===== config.mk =====
export PLATFORM = sky130hd
export DESIGN_NAME = serial_byte_tx
export DESIGN_NICKNAME = d
export VERILOG_FILES = /design/src/rtl/serial_byte_tx.sv
export SDC_FILE = /design/constraint.sdc
export NUM_CORES = 1
export LEC_CHECK = 0
export BUFFER_PORTS_ARGS = -buffer_cell sky130_fd_sc_hd__buf_2
export CAP_MARGIN = 20
export CORE_MARGIN = 1
export CORE_UTILIZATION = 45
export DETAILED_ROUTE_END_ITERATION = 10
export MAX_ROUTING_LAYER = met4
export PLACE_DENSITY = 0.7
export RECOVER_POWER = 100
export SETUP_SLACK_MARGIN = 0.15
export SYNTH_ARGS = -nofsm -noshare
export SYNTH_HDL_FRONTEND = slang
export SYNTH_SLANG_ARGS = --single-unit
export TNS_END_PERCENT = 5

===== constraint.sdc =====
create_clock -name CLK -period 1.1 [get_ports CLK]
set_input_delay 0.11 -clock CLK [delete_from_list [all_inputs] [get_ports CLK]]
set_output_delay 0.11 -clock CLK [all_outputs]
set_load 0.05 [all_outputs]

===== src/rtl/serial_byte_tx.sv =====
// serial_byte_tx: valid/ready byte intake, MSB-first serial output with a shift strobe for an 8-bit shift register.
// Optional one-byte holding buffer is enabled by defining SERIAL_BYTE_TX_BUFFER_EN.
module serial_byte_tx #(
    parameter int unsigned CLKS_PER_BIT = 1
) (
    input  logic       CLK,
    input  logic       RESET,
    input  logic       DATA_VALID,
    input  logic [7:0] DATA_BYTE,
    output logic       DATA_READY,
    output logic       DATA_OUT,
    output logic       SHIFT_ENABLE,
    output logic       BYTE_DONE,
    output logic       BUSY
);

    localparam int unsigned   PW       = (CLKS_PER_BIT > 1) ? $clog2(CLKS_PER_BIT) : 1;
    localparam logic [PW-1:0] PER_LAST = PW'(CLKS_PER_BIT - 1);

    typedef enum logic {
        IDLE  = 1'b0,
        SHIFT = 1'b1
    } state_t;

    state_t          state;
    state_t          state_nxt;
    logic [7:0]      tx;
    logic [7:0]      tx_nxt;
    logic [2:0]      bit_cnt;
    logic [2:0]      bit_cnt_nxt;
    logic [PW-1:0]   per_cnt;
    logic [PW-1:0]   per_cnt_nxt;
    logic            data_out_nxt;
    logic            shift_en_nxt;
    logic            busy_nxt;
    logic            accept;
    logic            bit_end;
    logic            byte_end;
`ifdef SERIAL_BYTE_TX_BUFFER_EN
    logic [7:0]      buf_q;
    logic [7:0]      buf_q_nxt;
    logic            buf_full;
    logic            buf_full_nxt;

    assign DATA_READY = RESET & ~buf_full;
`else
    assign DATA_READY = RESET & (state == IDLE);
`endif

    assign accept   = DATA_VALID & DATA_READY;
    assign bit_end  = (state == SHIFT) && (per_cnt == PER_LAST);
    assign byte_end = bit_end && (bit_cnt == 3'd7);

    // State register
    always_ff @(posedge CLK) begin
        if (!RESET) begin
            state <= IDLE;
        end else begin
            state <= state_nxt;
        end
    end

    // Next-state logic; a finished byte chains straight into the next one when one is available
    always_comb begin
        state_nxt = state;
        case (state)
            IDLE: begin
                if (accept) begin
                    state_nxt = SHIFT;
                end
            end
            SHIFT: begin
                if (byte_end) begin
`ifdef SERIAL_BYTE_TX_BUFFER_EN
                    if (!(buf_full || accept)) begin
                        state_nxt = IDLE;
                    end
`else
                    state_nxt = IDLE;
`endif
                end
            end
            default: state_nxt = IDLE;
        endcase
    end

    // Datapath and output next values; outputs are registered from the post-edge state
    always_comb begin
        tx_nxt      = tx;
        bit_cnt_nxt = bit_cnt;
        per_cnt_nxt = per_cnt;
`ifdef SERIAL_BYTE_TX_BUFFER_EN
        buf_q_nxt    = buf_q;
        buf_full_nxt = buf_full;
`endif
        if (state == IDLE) begin
            if (accept) begin
                tx_nxt      = DATA_BYTE;
                bit_cnt_nxt = 3'd0;
                per_cnt_nxt = '0;
            end
        end else begin
            if (bit_end) begin
                tx_nxt      = {tx[6:0], 1'b0};
                bit_cnt_nxt = bit_cnt + 3'd1;
                per_cnt_nxt = '0;
            end else begin
                per_cnt_nxt = per_cnt + PW'(1);
            end
`ifdef SERIAL_BYTE_TX_BUFFER_EN
            if (byte_end && buf_full) begin
                tx_nxt       = buf_q;
                buf_full_nxt = 1'b0;
            end else if (byte_end && accept) begin
                tx_nxt = DATA_BYTE;
            end else if (accept) begin
                buf_q_nxt    = DATA_BYTE;
                buf_full_nxt = 1'b1;
            end
`endif
        end

        data_out_nxt = (state_nxt == SHIFT) && tx_nxt[7];
        shift_en_nxt = (state_nxt == SHIFT) && (per_cnt_nxt == PER_LAST);
`ifdef SERIAL_BYTE_TX_BUFFER_EN
        busy_nxt     = (state_nxt == SHIFT) || buf_full_nxt;
`else
        busy_nxt     = (state_nxt == SHIFT);
`endif
    end

    // Datapath and registered outputs
    always_ff @(posedge CLK) begin
        if (!RESET) begin
            tx           <= '0;
            bit_cnt      <= '0;
            per_cnt      <= '0;
            DATA_OUT     <= 1'b0;
            SHIFT_ENABLE <= 1'b0;
            BYTE_DONE    <= 1'b0;
            BUSY         <= 1'b0;
`ifdef SERIAL_BYTE_TX_BUFFER_EN
            buf_q        <= '0;
            buf_full     <= 1'b0;
`endif
        end else begin
            tx           <= tx_nxt;
            bit_cnt      <= bit_cnt_nxt;
            per_cnt      <= per_cnt_nxt;
            DATA_OUT     <= data_out_nxt;
            SHIFT_ENABLE <= shift_en_nxt;
            BYTE_DONE    <= byte_end;
            BUSY         <= busy_nxt;
`ifdef SERIAL_BYTE_TX_BUFFER_EN
            buf_q        <= buf_q_nxt;
            buf_full     <= buf_full_nxt;
`endif
        end
    end

endmodule


Yosys cells after proc, flatten, opt, wreduce, memory -nomap -nowiden --
Index checks and enable logic that the tools add are counted.
Word-level totals: register bits 16, latch bits 0, RAM bits 0, bits in read-only memories 0, memories 0
Cells by class: add/sub/neg operators 2, $mul 0, divide/modulo/power cells 0, order comparisons 0, equality and inequality tests 2, shifts and indexed selects 0, multiplexer cells 12, bitwise operators 5, reductions and logical operators 6
Operators by type and width (number):
- $mux 8 | 3
- $mux 3 | 3
- $mux 1 | 5
- $logic_and 1x1->1 | 4
- $add 3x1->3 const B | 1
- $eq 3x3->1 const B | 1
- $not 1->1 | 3
- $and 1x1->1 | 2
- $ne 2x1->1 const B | 1
- $pmux 1 s2 | 1
- $reduce_and 2->1 | 1
- $reduce_bool 2->1 | 1
- $add 1x1->1 const B | 1

Longest topological paths before layout --
depth after elaboration 7, depth in mapped cells 4, mapped depth without buffers 4

Worst setup path after synthesis --
Ideal clock, no wire load.
path type register -> register, start point reg BUSY (netlist name), end point reg per_cnt, library setup time 63 ps, arrival time 1711 ps, required time 1037 ps, path slack -674 ps, cell stages (with the launch flop) 4, path buffers 1, period minus slack after synthesis 1774 ps, cell sequence dfxtp_1 buf_4 nor2b_1 and3b_1
RTL lines:
- to (signal assigned) | line 149 | per_cnt <= per_cnt_nxt;
- to (decl) | line 31 | logic [PW-1:0] per_cnt;

==> run_results.csv <==
group,metric,value,unit
grt,gr-total-overflow,0,
clocking,root_buffer,"clkbuf_4",
critical_path,cp_slowest_cell,"dfxtp_4",
clocking,numCtsBuffers,3,
critical_path,worstPathCellList,"buf_6, nor2b_4, buf_8",
synth,synth-adder-area-share,0.0364,
critical_path,max_stage_delay,0.38,ns
detailed_routing,drtIter0Drc,11,
clocking,cts.path.max_buffers,2,
sta,rsz0062_at_grt,"yes",
power,ir_drop,796,µV
grt,grt_antenna_before_repair,0,
die,fp-row-count,13,
layout,multi_input_area,373,µm²
critical_path,startpoint,"BUSY$_SDFF_PN0_",
synth,syn_avg_cell_area,10.3,µm²
placed_design,portBuffers,15,
synth,ys_types,24,
sta,slew_viol_final,0,
die,core,1370,µm²
synth,synth.area.mux_share,0,
layout,regArea,327,µm²
critical_path,crit_path_start_kind,"register",
grt,grt_first_pass_wirelength,2170,µm
sta,fin_crit_sh,1.05,
clocking,cts_hold_buf,0,
detailed_routing,vias,572,
synth,synth-xor-area-share,0,
critical_path,crit_path_max_fanout,8,
synth,synth_nets,80,
power,p_per_area,1350,nW/µm²
sta,setup-violations-final,3,
clocking,cts.clk_slew.worst_paths,0.11,ns
layout,layout-drive-gt1-share,0.440,
detailed_routing,ant_nets,0,
grt,grt_pass1_vias,492,
sta,finalSetupTns,-0.134,ns
clocking,clkLatencyLatePin,0.29,ns
detailed_routing,wl,1450,µm
synth,synth_top_family_by_area,"compound AO/OA/AOI/OAI gates",
synth,synth_compound_area_frac,0.279,
layout,fillCellCount,109,
placed_design,post-place-ws,0.0182,ns
synth,synth.ff_latch_count,16,
synth,ys_seq_area_frac,0.466,
detailed_routing,wire_per_inst,13.7,µm
die,io_pins,16,
critical_path,arrival,1.04,ns
die,die_h,41.1,µm
detailed_routing,drc,0,
sta,hold_violations,0,
layout,area_delta_synth_final,33.2,%
power,p_leak,0.000398,µW
placed_design,gp_congestion,0.745,
run_status,violations,"negative setup slack",
critical_path,cp.required,0.99,ns
synth,ys_warn_count,0,
placed_design,numPlacedInstances,100,
layout,antenna_cells,0,
die,start_util,0.503,
run_status,status,"finished with violations",
clocking,htree_levels,1,
placed_design,dp_hpwl,967,µm
die,die-area,1690,µm²
sta,max_freq,867,MHz
synth,syn-cell-area,687,µm²
worst_hold_path,hp-class,"input port to register",
clocking,cts_sinks,16,
layout,nets,105,
layout,final_cells,106,
critical_path,crit_type,"register to output port",
detailed_routing,dr.pass1.iters,4,
synth,synthSimpleGateAreaFrac,0.180,
sta,clock_skew,0.0116,ns
die,die_width,41.1,µm
sta,setup_ws,-0.0534,ns
grt,grt_use_total,0.212,
sta,maxSlewHeadroom,0.817,
critical_path,rr_startpoint,"BUSY$_SDFF_PN0_",
power,total_power,1230,µW
critical_path,setup.worst_path.end_class,"output port",
clocking,tritoncts,"yes",
sta,fin_crit,1.15,ns
worst_hold_path,worstHoldStart,"DATA_BYTE[0]",
synth,synth_cells,67,
detailed_routing,drt-vias-per-instance,5.40,
flow_run,drv_cap,0,
sta,worstMarginPinSlew,0.276,ns
grt,grt_max_degree,10,
[per-stage QoR]
step | hold WS (ns) | instance area (µm²) | utilization
finish | 0.0273 | 915 | 0.669
global route | 0.0229 | 915 | 0.669
CTS | 0.0299 | 922 | 0.675
detailed placement | 0.335 | 816 | 0.597
global placement | 0.328 | 816 | 0.597
floorplan | 0.235 | 699 | -
[area by class of cell]
| class | instances | share of cell area |
|---|---|---|
| Multi-Input combinational cell | 47 | 0.408 |
| Sequential cell | 16 | 0.357 |
| Timing Repair Buffer | 23 | 0.171 |
| Clock buffer | 4 | 0.0397 |
| Tap cell | 15 | 0.0205 |
| Inverter | 1 | 0.00410 |
[power breakdown]
| part | switching, µW | internal (µW) |
|---|---|---|
| logic | 106 | 101 |
| clock network | 198 | 201 |
| registers | 17.0 | 607 |
[state kept, by name, summed over array words and instances (netlist names)]
register and count:
BUSY 1, BYTE_DONE 1, DATA_OUT 1, SHIFT_ENABLE 1, bit_cnt 3, per_cnt 1, tx 8
[cell usage after synthesis (all sizes together)]
master,count,area [µm²]
a22o,7,61.3
and2b,1,7.51
o2bb2ai,6,52.6
ha,2,25.0
nor2b,4,27.5
nand3b,1,7.51
nand2b,1,6.26
nor2,1,3.75
o21ai,4,20.0
and2,1,8.76
and3b,2,17.5
o21a,1,15.0
buf,2,18.8
clkbuf,1,3.75
and3,1,6.26
o311a,1,10.0
nand4b,1,8.76
a21boi,3,22.5
nand2,8,30.0
dfxtp,16,320
clkinv,1,3.75
a21oi,2,10.0
[routing by layer]
layer	global-route usage	share of wire	up-vias
li1	-	-	296
met1	0.243	0.49	267
met2	0.344	0.47	7
met3	0.0489	0.028	2
met4	0.100	0.0090	0
met5	-	0	-
[repair_timing]
item,4_1_cts,5_1_grt
pin swaps,8,3
setup endpoints to repair,19,17
buffers inserted,2,0
gates resized for setup,16,3
[critical path, delay by kind of cell, from the launching register on]
kind | cells | cell delay, ns
flops | 1 | 0.38
buf+inv | 2 | 0.27
simple gates | 1 | 0.11
[cell families (layout without fill, tap and decap cells)]
family	Yosys count	after routing
AO/OA/AOI/OAI	24	24
AND/OR/NAND/NOR	21	21
flip-flops	16	16
buffers and inverters	4	28
adder cells (fa/ha/maj)	2	2
[placed cells by master, fill, tap and decap left out]
cell type	n
nand2b_1	1
o311a_1	1
o2bb2ai_2	3
a21oi_1	2
nor2b_2	1
and3b_1	2
nand3b_1	1
clkbuf_4	3
buf_4	5
nand2_1	8
buf_6	3
and2b_2	1
o2bb2ai_1	3
a22o_1	7
buf_2	10
nand4b_1	1
a21boi_1	3
o21ai_1	4
clkbuf_8	1
dfxtp_4	1
ha_2	2
nor2_1	1
and3_1	1
clkinv_1	1
nor2b_4	1
dfxtp_1	13
nor2b_1	2
clkbuf_2	4
and2_4	1
dfxtp_2	2
o21a_4	1
buf_8	1
[path summary, 6_finish.rpt]
| check | slack [ns] | depth (start not counted) | end |
|---|---|---|---|
| worst max-delay path | -0.05 | 3 | DATA_READY |
| worst max register to register | -0.05 | 5 | DATA_OUT$_SDFF_PN0_ |
| worst min-delay path | 0.03 | 2 | tx[0]$_SDFFE_PN0P_ |
| worst min register to register | 0.49 | 2 | bit_cnt[0]$_SDFFE_PN0P_ |
Note: power is estimated with default switching activity, not from simulation.
